File: config.mk
export PLATFORM = sky130hd
export DESIGN_NAME = word_fifo
export DESIGN_NICKNAME = d
export VERILOG_FILES = /design/src/rtl/word_fifo.sv
export SDC_FILE = /design/constraint.sdc
export NUM_CORES = 1
export LEC_CHECK = 0
export BUFFER_PORTS_ARGS = -buffer_cell sky130_fd_sc_hd__clkbuf_2
export CAP_MARGIN = 20
export CORE_ASPECT_RATIO = 1.75
export CORE_UTILIZATION = 60
export DETAILED_ROUTE_END_ITERATION = 16
export PLACE_DENSITY = 0.79
export SLEW_MARGIN = 25
export SYNTH_ARGS = -nofsm -noshare
export SYNTH_HDL_FRONTEND = slang
export SYNTH_SLANG_ARGS = --single-unit
File: constraint.sdc
create_clock -name clk -period 5.6 [get_ports clk]
set_input_delay 0.84 -clock clk [delete_from_list [all_inputs] [get_ports clk]]
set_output_delay 0.84 -clock clk [all_outputs]
set_load 0.05 [all_outputs]
File: src/rtl/word_fifo.sv
// word_fifo: DEPTH-entry, WIDTH-bit synchronous FIFO with valid/ready on both sides.
// Latency: a word pushed into an empty FIFO is presented on out_data the cycle after the push edge.
// Backpressure: in_ready drops when full (no pass-through); out_valid drops when empty.
//
// Ports:
//   clk, rst_n            - single clock (rising edge), asynchronous active-low reset
//   in_data/in_valid/in_ready    - producer side; push when in_valid && in_ready
//   out_data/out_valid/out_ready - consumer side; pop when out_valid && out_ready
//   count (optional)      - registered occupancy, present only when WORD_FIFO_COUNT_EN is defined
//
// DEPTH must be a power of two (2..16) so the pointers wrap naturally.

module word_fifo #(
    parameter int WIDTH = 16,
    parameter int DEPTH = 4
) (
    input  logic             clk,
    input  logic             rst_n,
    input  logic [WIDTH-1:0] in_data,
    input  logic             in_valid,
    output logic             in_ready,
    output logic [WIDTH-1:0] out_data,
    output logic             out_valid,
    input  logic             out_ready
`ifdef WORD_FIFO_COUNT_EN
    ,
    output logic [$clog2(DEPTH):0] count
`endif
);

    localparam int PTR_W = $clog2(DEPTH);
    localparam int CNT_W = PTR_W + 1;
    localparam logic [CNT_W-1:0] FULL_CNT = CNT_W'(DEPTH);

    logic [WIDTH-1:0] mem_q [DEPTH];
    logic [WIDTH-1:0] mem_d [DEPTH];
    logic [PTR_W-1:0] wr_ptr_q, wr_ptr_d;
    logic [PTR_W-1:0] rd_ptr_q, rd_ptr_d;
    logic [CNT_W-1:0] occ_q, occ_d;

    logic push;
    logic pop;

    // Both handshake outputs come from the occupancy register only, so there
    // is no combinational path from out_ready to in_ready or in_valid to out_valid.
    assign in_ready  = (occ_q != FULL_CNT);
    assign out_valid = (occ_q != '0);

    assign push = in_valid  && in_ready;
    assign pop  = out_valid && out_ready;

    // Gate the head word so stale storage (never cleared by reset) cannot leak out.
    assign out_data = out_valid ? mem_q[rd_ptr_q] : '0;

`ifdef WORD_FIFO_COUNT_EN
    assign count = occ_q;
`endif

    always_comb begin
        mem_d    = mem_q;
        wr_ptr_d = wr_ptr_q;
        rd_ptr_d = rd_ptr_q;
        occ_d    = occ_q;

        if (push) begin
            mem_d[wr_ptr_q] = in_data;
            wr_ptr_d        = wr_ptr_q + PTR_W'(1);
        end
        if (pop) begin
            rd_ptr_d = rd_ptr_q + PTR_W'(1);
        end

        // push is impossible when full and pop impossible when empty, so the
        // counter stays within 0..DEPTH without explicit saturation.
        case ({push, pop})
            2'b10:   occ_d = occ_q + CNT_W'(1);
            2'b01:   occ_d = occ_q - CNT_W'(1);
            default: occ_d = occ_q;
        endcase
    end

    always_ff @(posedge clk or negedge rst_n) begin
        if (!rst_n) begin
            wr_ptr_q <= '0;
            rd_ptr_q <= '0;
            occ_q    <= '0;
        end else begin
            wr_ptr_q <= wr_ptr_d;
            rd_ptr_q <= rd_ptr_d;
            occ_q    <= occ_d;
        end
    end

    // Storage is deliberately not reset; visibility is controlled by occupancy.
    always_ff @(posedge clk) begin
        mem_q <= mem_d;
    end

endmodule

==> results of run 1 <==
## routing by layer
metal | vias up | routed length (um)
met4 | 0 | 78
met1 | 707 | 1570
met2 | 31 | 2630
met3 | 8 | 190
met5 | - | 0
li1 | 623 | -
## sequential cells by signal (all words and copies together) (netlist names)
signal    count
mem_q        64
occ_q         3
rd_ptr_q      2
wr_ptr_q      2
## layout by cell type (no fill, tap or decap)
cell         n
edfxtp_1    64
clkbuf_2    37
and2_1      17
mux4_2      15
clkbuf_8    10
inv_1        6
dfrtp_1      6
ha_1         5
and3_2       4
xnor2_1      3
xor2_1       3
clkbuf_1     2
or3_1        1
or3b_4       1
and2_4       1
mux4_1       1
mux2i_1      1
mux2_4       1
nand3_1      1
nor2_1       1
fa_1         1
clkinvlp_4   1
clkinv_2     1
clkinv_1     1
bufinv_16    1
dfrtp_2      1
## logic make-up (layout without fill, tap and decap cells)
logic type | Yosys count | after routing | share of synthesized area (%)
adder cells (fa/ha/maj) | 6 | 6 | 2.88
multiplexers | 18 | 18 | 13.6
flip-flops | 71 | 71 | 73.2
buffers and inverters | 12 | 59 | 2.53
AND/OR/NAND/NOR | 26 | 26 | 5.98
XOR/XNOR | 6 | 6 | 1.83
## layout make-up
class	instances	area share (%)
flip-flops and latches	71	64.4
multi-input cells	56	21.4
repair buffers	37	5.69
clock buffers	12	4.46
well taps	51	1.96
clock inverters	4	1.42
inverters	6	0.692
## critical path, delay by kind of cell (launching register included)
family | cells | cell delay, ns
buffers and inverters | 1 | 0.23
flip-flops | 1 | 0.74
multiplexers | 1 | 0.64
AND/OR/NAND/NOR | 1 | 0.19
## worst paths after layout
| kind | from | to | slack (ns) | cells past startpoint |
|---|---|---|---|---|
| max reg2reg | occ_q[0]$_DFFE_PN0P_ | occ_q[2]$_DFFE_PN0P_ | 3.33 | 8 |
| min in group clk | occ_q[2]$_DFFE_PN0P_ | occ_q[2]$_DFFE_PN0P_ | 0.48 | 1 |
| min reg2reg | occ_q[2]$_DFFE_PN0P_ | occ_q[2]$_DFFE_PN0P_ | 0.48 | 1 |
| max in group asynchronous | rst_n | rd_ptr_q[0]$_DFFE_PN0P_ | 5.09 | 1 |
| max | rd_ptr_q[0]$_DFFE_PN0P_ | out_data[9] | 2.62 | 3 |
| min | rst_n | occ_q[1]$_DFFE_PN0P_ | 0.33 | 1 |
## metrics by stage
step	util (%)	worst slack, ns	hold slack (ns)
3_3_place_gp	68.3	2.67	0.465
2_1_floorplan	-	3.04	0.447
6_report	72.6	2.62	0.333
4_1_cts	72.6	2.19	0.322
3_5_place_dp	68.3	2.56	0.472
5_1_grt	72.6	2.48	0.327
==> results.toml, run 1 <==
[logic_synthesis]
synthTopCellsByCount = "64 x edfxtp_1, 17 x and2_1, 15 x mux4_2"
yosysTopAreaCell = "edfxtp_1"
ys.flop_type = "edfxtp_1"
yosys-top-cells-area = "edfxtp_1 67%, mux4_2 12%, dfrtp_1 6.1%"
async_flop_share_pct = 9.86
avgSynthCellArea_um2 = 20.6
ys_ff_latch = 71
synthDistinctLibCells = 22
syn_area_um2 = 2870
synthCells = 139
ys_seq_area_share_pct = 73.2
yosysMostFrequentCell = "edfxtp_1"
synth_nets = 165
yosysWarnings = 0
synth_edf_count = 64
synth.top_cell.area_share_pct = 67.1

[finish]
fin_nets = 207
antennaDiodeCount = 0
seqCellArea_um2 = 2100
final_area_um2 = 3260
fillers = 291
syn_to_final_growth_pct = 13.7
drive_gt1_share_pct = 39.2
multiInputGateArea_um2 = 696
finalNonFillerCells = 237

[placed_design]
hpwl_mm = 3.00
dpl-instance-area_um2 = 3060
dp.cells = 221
numPortBuffers = 37
routabilityCongestion = 0.676

[sta]
skew_ns = 0.00810
rsz0062_at_grt = "false"
fin_setup_tns_ns = 0
setup_viol = 0
post-route-min-period_ns = 2.98
slew_viol_final = 0
max_freq_ghz = 0.336
worstMarginPinSlew_ns = 0.779
period_share_pct = 53.2
hold_viol = 0
relSlewSlack_pct = 48.1

[setup_path]
slowest_stage = "dfrtp_2"
arrival_ns = 2.14
required_ns = 4.76
crit_chain = "mux4_1 > and2_1 > clkbuf_2"
path_class = "reg -> out"
path_max_fanout = 18
start_kind = "flop"
worstSetupEndpointType = "output port"
cpPeakStageDelay_ns = 0.74

[clock_network]
clk_pin_slew_worst_paths_ns = 0.07
h-tree-depth = 3
cts_resized = 0
cts_root_buf = "clkbuf_8"
cts.sink_count = 71
clk_path_buf_depth = 2
cts_hold_buffers = 0
cts_tree = "built"
post_cts_buffers = 0
clkLatencyLatePin_ns = 0.33
cts_buffers = 9

[floorplanning]
die_area_um2 = 5070
die_x_um = 54.2
row_count = 32
core_area_um2 = 4480
initial_core_util_pct = 63.9
die_h_um = 93.4
ios = 38

[global_routing]
grt_pass1_wl_mm = 7.29
grt-ovfl-total = 0
use_met3_pct = 5.85
grt_busiest_layer = "met2"
met1_usage_pct = 24.3
antenna_found_initial = 0
use_met2_pct = 36.7
grt_pass1_vias = 1526
grt_max_degree = 20
grt_usage_pct = 21.9

[drt]
vias_per_cell = 5.78
drt_first_pass_iters = 4
vias = 1369
wl_per_cell_um = 18.8
drtIter0Drc = 29
drcViolationCount = 0
ant_nets = 0
wl_mm = 4.47

[min_path]
hold_class = "in -> async"

[job]
drv_cap = 0

[run_status]
status = "completed"
Power of run 1 is not shown: default switching activity piles up to over one toggle a cycle in this logic, so the estimate is an artifact.
==> inputs of run 2 (changes only) <==
--- a/config.mk
+++ b/config.mk
@@ -5,12 +5,13 @@
 export SDC_FILE = /design/constraint.sdc
 export NUM_CORES = 1
 export LEC_CHECK = 0
+export ABC_AREA = 1
 export BUFFER_PORTS_ARGS = -buffer_cell sky130_fd_sc_hd__clkbuf_2
 export CAP_MARGIN = 20
 export CORE_ASPECT_RATIO = 1.75
-export CORE_UTILIZATION = 60
+export CORE_UTILIZATION = 52
 export DETAILED_ROUTE_END_ITERATION = 16
-export PLACE_DENSITY = 0.79
+export PLACE_DENSITY = 0.71
 export SLEW_MARGIN = 25
 export SYNTH_ARGS = -nofsm -noshare
 export SYNTH_HDL_FRONTEND = slang
==> constraint.sdc (replaced) <==
create_clock -name clk -period 2.6 [get_ports clk]
set_input_delay 0.39 -clock clk [delete_from_list [all_inputs] [get_ports clk]]
set_output_delay 0.39 -clock clk [all_outputs]
set_load 0.05 [all_outputs]
==> results.toml, run 2 <==
[run_status]
status = "completed"

[pwr]
p_leak_nw = 1.72
power.total_w = 0.00477
powerDensity_nw_per_um2 = 1310
irDropWorstVdd_mv = 0.763

[logic_synthesis]
synthTopCellsByCount = "77 x nand2_1, 76 x inv_1, 64 x edfxtp_1"
ys_seq_area_share_pct = 65.6
yosysTopAreaCell = "edfxtp_1"
synth_edf_count = 64
syn_area_um2 = 3200
synth.top_cell.area_share_pct = 60.1
yosysMostFrequentCell = "nand2_1"
synthCells = 309
synthDistinctLibCells = 19
yosys-top-cells-area = "edfxtp_1 60%, nand2_1 9.0%, inv_1 8.9%"
ys.flop_type = "edfxtp_1"
avgSynthCellArea_um2 = 10.3
async_flop_share_pct = 9.86
ys_ff_latch = 71
yosysWarnings = 0
synth_nets = 335

[setup_path]
required_ns = 2.21
path_class = "reg -> out"
path_max_fanout = 19
arrival_ns = 1.92
reg2reg_from = "occ_q[1]$_DFFE_PN0P_"
critical-path-top-delay-family = "flip-flops"
slowest_stage = "dfrtp_1"
cpPeakStageDelay_ns = 0.66
cp_num_buf_inv = 2
startpoint = "rd_ptr_q[1]$_DFFE_PN0P_"
crit_chain = "inv_4 > nand3_1 > a21oi_1 > clkbuf_2"
worstSetupEndpointType = "output port"
start_kind = "flop"

[global_routing]
grt_max_degree = 34
grt_pass1_vias = 2135
use_met3_pct = 5.15
grt_busiest_layer = "met2"
grt-ovfl-total = 0
grt_usage_pct = 21.5
grt_pass1_wl_mm = 9.59
met1_usage_pct = 23.3
antenna_found_initial = 0
use_met2_pct = 37.1

[finish]
reg_top3 = "mem_q x64, occ_q x3"
finalNonFillerCells = 436
layout_common_cells = "77 x nand2_1, 76 x inv_1, 64 x edfxtp_1, 37 x nand3_1, 37 x clkbuf_2"
largest_reg_flops = 64
final_common_cell = "nand2_1"
syn_to_final_growth_pct = 14.1
regMostFlops = "mem_q"
fin_nets = 379
final_util_pct = 61.5
drive_gt1_share_pct = 16.8
antennaDiodeCount = 0

[sta]
period_share_pct = 88.8
worstMarginPinSlew_ns = 0.763
skew_ns = 0.00608
hold_viol = 0
max_freq_ghz = 0.433
setup_viol = 0
post-route-min-period_ns = 2.31
fin_setup_tns_ns = 0
rsz0062_at_grt = "false"
relSlewSlack_pct = 49.2
slew_viol_final = 0

[drt]
drcViolationCount = 0
drt_first_pass_iters = 4
vias = 2092
vias_per_cell = 4.80
wl_mm = 5.91
ant_nets = 0
drtIter0Drc = 77
wl_per_cell_um = 13.6

[clock_network]
cts_buffers = 9
cts.sink_count = 71
post_cts_buffers = 0
clk_path_buf_depth = 2
cts_hold_buffers = 1
cts_resized = 0
h-tree-depth = 3
clkLatencyLatePin_ns = 0.35
cts_tree = "built"
cts_root_buf = "clkbuf_8"
clk_pin_slew_worst_paths_ns = 0.07

[min_path]
worstHoldStart = "in_data[3]"
hold_class = "in -> reg"

[floorplanning]
core_area_um2 = 5930
die_h_um = 106
row_count = 37
ios = 38
die_area_um2 = 6480
initial_core_util_pct = 53.9
die_x_um = 61.3

[placed_design]
dp.cells = 419
hpwl_mm = 3.74
numPortBuffers = 37
routabilityCongestion = 0.726

[job]
drv_cap = 0
-- run 2: cell count changes after synthesis, moves of 3 or more --
cell / delta
nor2_1: +3
nand2_1: +77
nand3_1: +36
a21oi_1: +16
and3_2: -4
and2_1: -17
inv_1: +70
mux4_2: -15
xor2_1: -3
buf_6: +4
-- run 2: kinds of logic (layout without fill, tap and decap cells) --
kind of cell / count (synthesis) / after routing / share of synthesized area (%)
flops: 71 / 71 / 65.6
simple gates: 121 / 121 / 16.0
xor+xnor: 2 / 2 / 0.548
fa+ha+maj: 6 / 6 / 2.58
compound gates: 18 / 18 / 2.82
buf+inv: 91 / 140 / 12.4
-- run 2: final cells by class --
type	instances	area (um^2)
Fill cell	540	2280
Clock inverter	6	75.1
Tap cell	78	97.6
Timing Repair Buffer	44	240
Multi-Input combinational cell	147	702
Inverter	80	305
Sequential cell	71	2100
Clock buffer	10	128
-- run 2: path summary, 6_finish.rpt --
check | to | slack (ns) | cells past startpoint
max in group asynchronous | occ_q[1]$_DFFE_PN0P_ | 2.00 | 2
worst max-delay path | out_data[7] | 0.29 | 4
min in group asynchronous | occ_q[0]$_DFFE_PN0P_ | 0.42 | 2
worst min-delay path | mem_q[19]$_DFFE_PP_ | 0.26 | 1
worst max register to register | occ_q[2]$_DFFE_PN0P_ | 0.68 | 10
worst min register to register | occ_q[0]$_DFFE_PN0P_ | 0.49 | 1
-- run 2: stage by stage --
| stage | hold WS [ns] | cell area, um^2 | setup WS, ns |
|---|---|---|---|
| after floorplan | 0.0944 | 3200 | 0.394 |
| after global placement | 0.240 | 3430 | 0.649 |
| after detailed placement | 0.243 | 3430 | 0.625 |
| after CTS | 0.242 | 3640 | 0.239 |
| after global routing | 0.254 | 3640 | 0.130 |
| final | 0.257 | 3640 | 0.292 |
-- run 2: worst register-to-register path: stages (launching register included) --
cell and delay [ns]:
dfrtp_1 0.39, inv_1 0.13, nand3_1 0.18, nand2_2 0.17, ha_1 0.19, inv_1 0.07
fa_1 0.39, nand2_1 0.10, nand3_1 0.07, nand2_1 0.06, nand2_1 0.05
-- run 2: power by group --
group          switching, W  internal (W)  total, W
combinational       0.00168      0.000537   0.00222
clock              0.000387      0.000527  0.000915
sequential         0.000124       0.00152   0.00164
-- run 2: metal layers --
metal / share of wire (%) / routed length (um)
met5: 0 / 0
met4: 2.4 / 140
met3: 3.1 / 184
met2: 54 / 3210
met1: 40 / 2370
No activity file was read; power rests on OpenSTA's default activity.
==> inputs of run 3 (changes only) <==
--- a/config.mk
+++ b/config.mk
@@ -9,6 +9,7 @@
 export BUFFER_PORTS_ARGS = -buffer_cell sky130_fd_sc_hd__clkbuf_2
 export CAP_MARGIN = 20
 export CORE_ASPECT_RATIO = 1.75
+export CORE_MARGIN = 8
 export CORE_UTILIZATION = 52
 export DETAILED_ROUTE_END_ITERATION = 16
 export PLACE_DENSITY = 0.71
==> results.toml, run 3 (synthesis gave the netlist of run 2 again) <==
[global_routing]
grt_pass1_vias = 2113
grt_usage_pct = 15.1
antenna_found_initial = 0
grt_pass1_wl_mm = 9.85
grt-ovfl-total = 0
grt_max_degree = 34

[finish]
layout_common_cells = "77 x nand2_1, 76 x inv_1, 64 x edfxtp_1, 37 x nand3_1, 37 x clkbuf_2"
regMostFlops = "mem_q"
largest_reg_flops = 64
antennaDiodeCount = 0
drive_gt1_share_pct = 16.6
final_common_cell = "nand2_1"
fin_nets = 379
fillers = 584
final_area_um2 = 3590
reg_top3 = "mem_q x64, occ_q x3"
syn_to_final_growth_pct = 12.3

[drt]
wl_met3_um = 250
vias_per_cell = 4.74
wl_mm = 6.07
drt_first_pass_iters = 4
vias = 2067
wl_per_cell_um = 13.9
drcViolationCount = 0
wl_met1_mm = 2.37
drtIter0Drc = 147
ant_nets = 0
highest-signal-layer = "met4"
wl_met2_mm = 3.28

[clock_network]
cts.sink_count = 71
cts_root_buf = "clkbuf_8"
post_cts_buffers = 0
cts_tree = "built"
h-tree-depth = 3
cts_buffers = 9
clk_path_buf_depth = 2
clkLatencyLatePin_ns = 0.34
clk_pin_slew_worst_paths_ns = 0.06

[setup_path]
worstSetupEndpointType = "output port"
slowest_stage = "dfrtp_1"
crit_chain = "inv_4 > nand3_1 > a21oi_1 > clkbuf_2"
start_kind = "flop"
required_ns = 2.21
cpPeakStageDelay_ns = 0.67
reg2reg_setup_slack_ns = 0.74
path_class = "reg -> out"
path_max_fanout = 19
arrival_ns = 1.95

[placed_design]
routabilityCongestion = 0.781
dpl-instance-area_um2 = 3430
numPortBuffers = 37
hpwl_mm = 4.02

[floorplanning]
die_area_um2 = 9010
core_area_um2 = 6090
row_count = 38
die_x_um = 75.3
initial_core_util_pct = 52.5
die_h_um = 120
ios = 38

[job]
drv_cap = 0

[pwr]
intPower_w = 0.00238
comb_power_share_pct = 48.4
switching_power_w = 0.00217
switching_share_pct = 47.7
irDropWorstVdd_mv = 0.682
powerDensity_nw_per_um2 = 1270
pwr-share-clk_pct = 14.9
p_seq_share_pct = 36.6
p_leak_nw = 1.69

[sta]
rsz0062_at_grt = "false"
worstMarginPinSlew_ns = 0.784
relSlewSlack_pct = 47.8
skew_ns = 0.00387
slew_viol_final = 0
period_share_pct = 90.0
post-route-min-period_ns = 2.34
setup_viol = 0
hold_viol = 0
max_freq_ghz = 0.427
fin_setup_tns_ns = 0

[run_status]
status = "completed"

[min_path]
hold_class = "in -> reg"
-- run 3: cell count changes in the layout (fill, tap and decap cells not counted), sizes merged --
cell and change:
bufinv -2, clkinv -1, clkbuf +1
-- run 3: timing repair --
| item | in CTS | in global routing |
|---|---|---|
| hold buffers | 1 | 0 |
| hold endpoints to repair | 7 | 0 |
| resized for setup | 0 | 0 |
| endpoints found under the setup margin | 0 | 0 |
-- run 3: path summary, 6_finish.rpt --
path / startpoint / endpoint / cells after the start
max reg2reg: occ_q[1]$_DFFE_PN0P_ / occ_q[2]$_DFFE_PN0P_ / 10
max in group asynchronous: rst_n / rd_ptr_q[1]$_DFFE_PN0P_ / 2
min in group asynchronous: rst_n / occ_q[2]$_DFFE_PN0P_ / 2
min: in_data[3] / mem_q[51]$_DFFE_PP_ / 1
max: rd_ptr_q[1]$_DFFE_PN0P_ / out_data[6] / 4
min reg2reg: occ_q[2]$_DFFE_PN0P_ / occ_q[2]$_DFFE_PN0P_ / 2
-- run 3: worst max-delay path, delay by kind of cell (launching register included) --
kind	cells	cell delay (ns)
compound gates	1	0.21
flops	1	0.67
buf+inv	2	0.63
simple gates	1	0.11
-- run 3: metrics by stage --
stage	setup slack [ns]	cells	hold slack, ns	utilization [%]	power (W)
6_report	0.259	436	0.266	59.0	0.00455
5_1_grt	0.130	436	0.258	59.0	0.00484
4_1_cts	0.214	436	0.245	59.0	0.00462
3_5_place_dp	0.599	421	0.250	56.4	0.00392
3_3_place_gp	0.622	421	0.237	56.4	0.00387
2_1_floorplan	0.394	309	0.0944	-	0.00346
-- run 3: final cells by class --
class,instances,area (um^2),area share [%]
Sequential cell,71,2100,58.4
Multi-Input combinational cell,147,702,19.6
Inverter,80,305,8.51
Timing Repair Buffer,44,240,6.69
Clock buffer,11,131,3.66
Tap cell,80,100,2.79
Clock inverter,3,12.5,0.349
-- run 3: metal layers --
layer | track usage [%] | vias up
li1 | - | 1058
met1 | 16.1 | 953
met2 | 25.0 | 42
met3 | 3.59 | 14
met4 | 10.2 | 0
met5 | 0 | -
-- run 3: power by group through the flow --
stage / logic (W) / registers [W] / clock network, W
after floorplan: 0.00185 / 0.00160 / 0
after global placement: 0.00220 / 0.00168 / 0
after detailed placement: 0.00223 / 0.00169 / 0
after CTS: 0.00224 / 0.00167 / 0.000712
after global routing: 0.00240 / 0.00169 / 0.000743
final: 0.00220 / 0.00167 / 0.000680
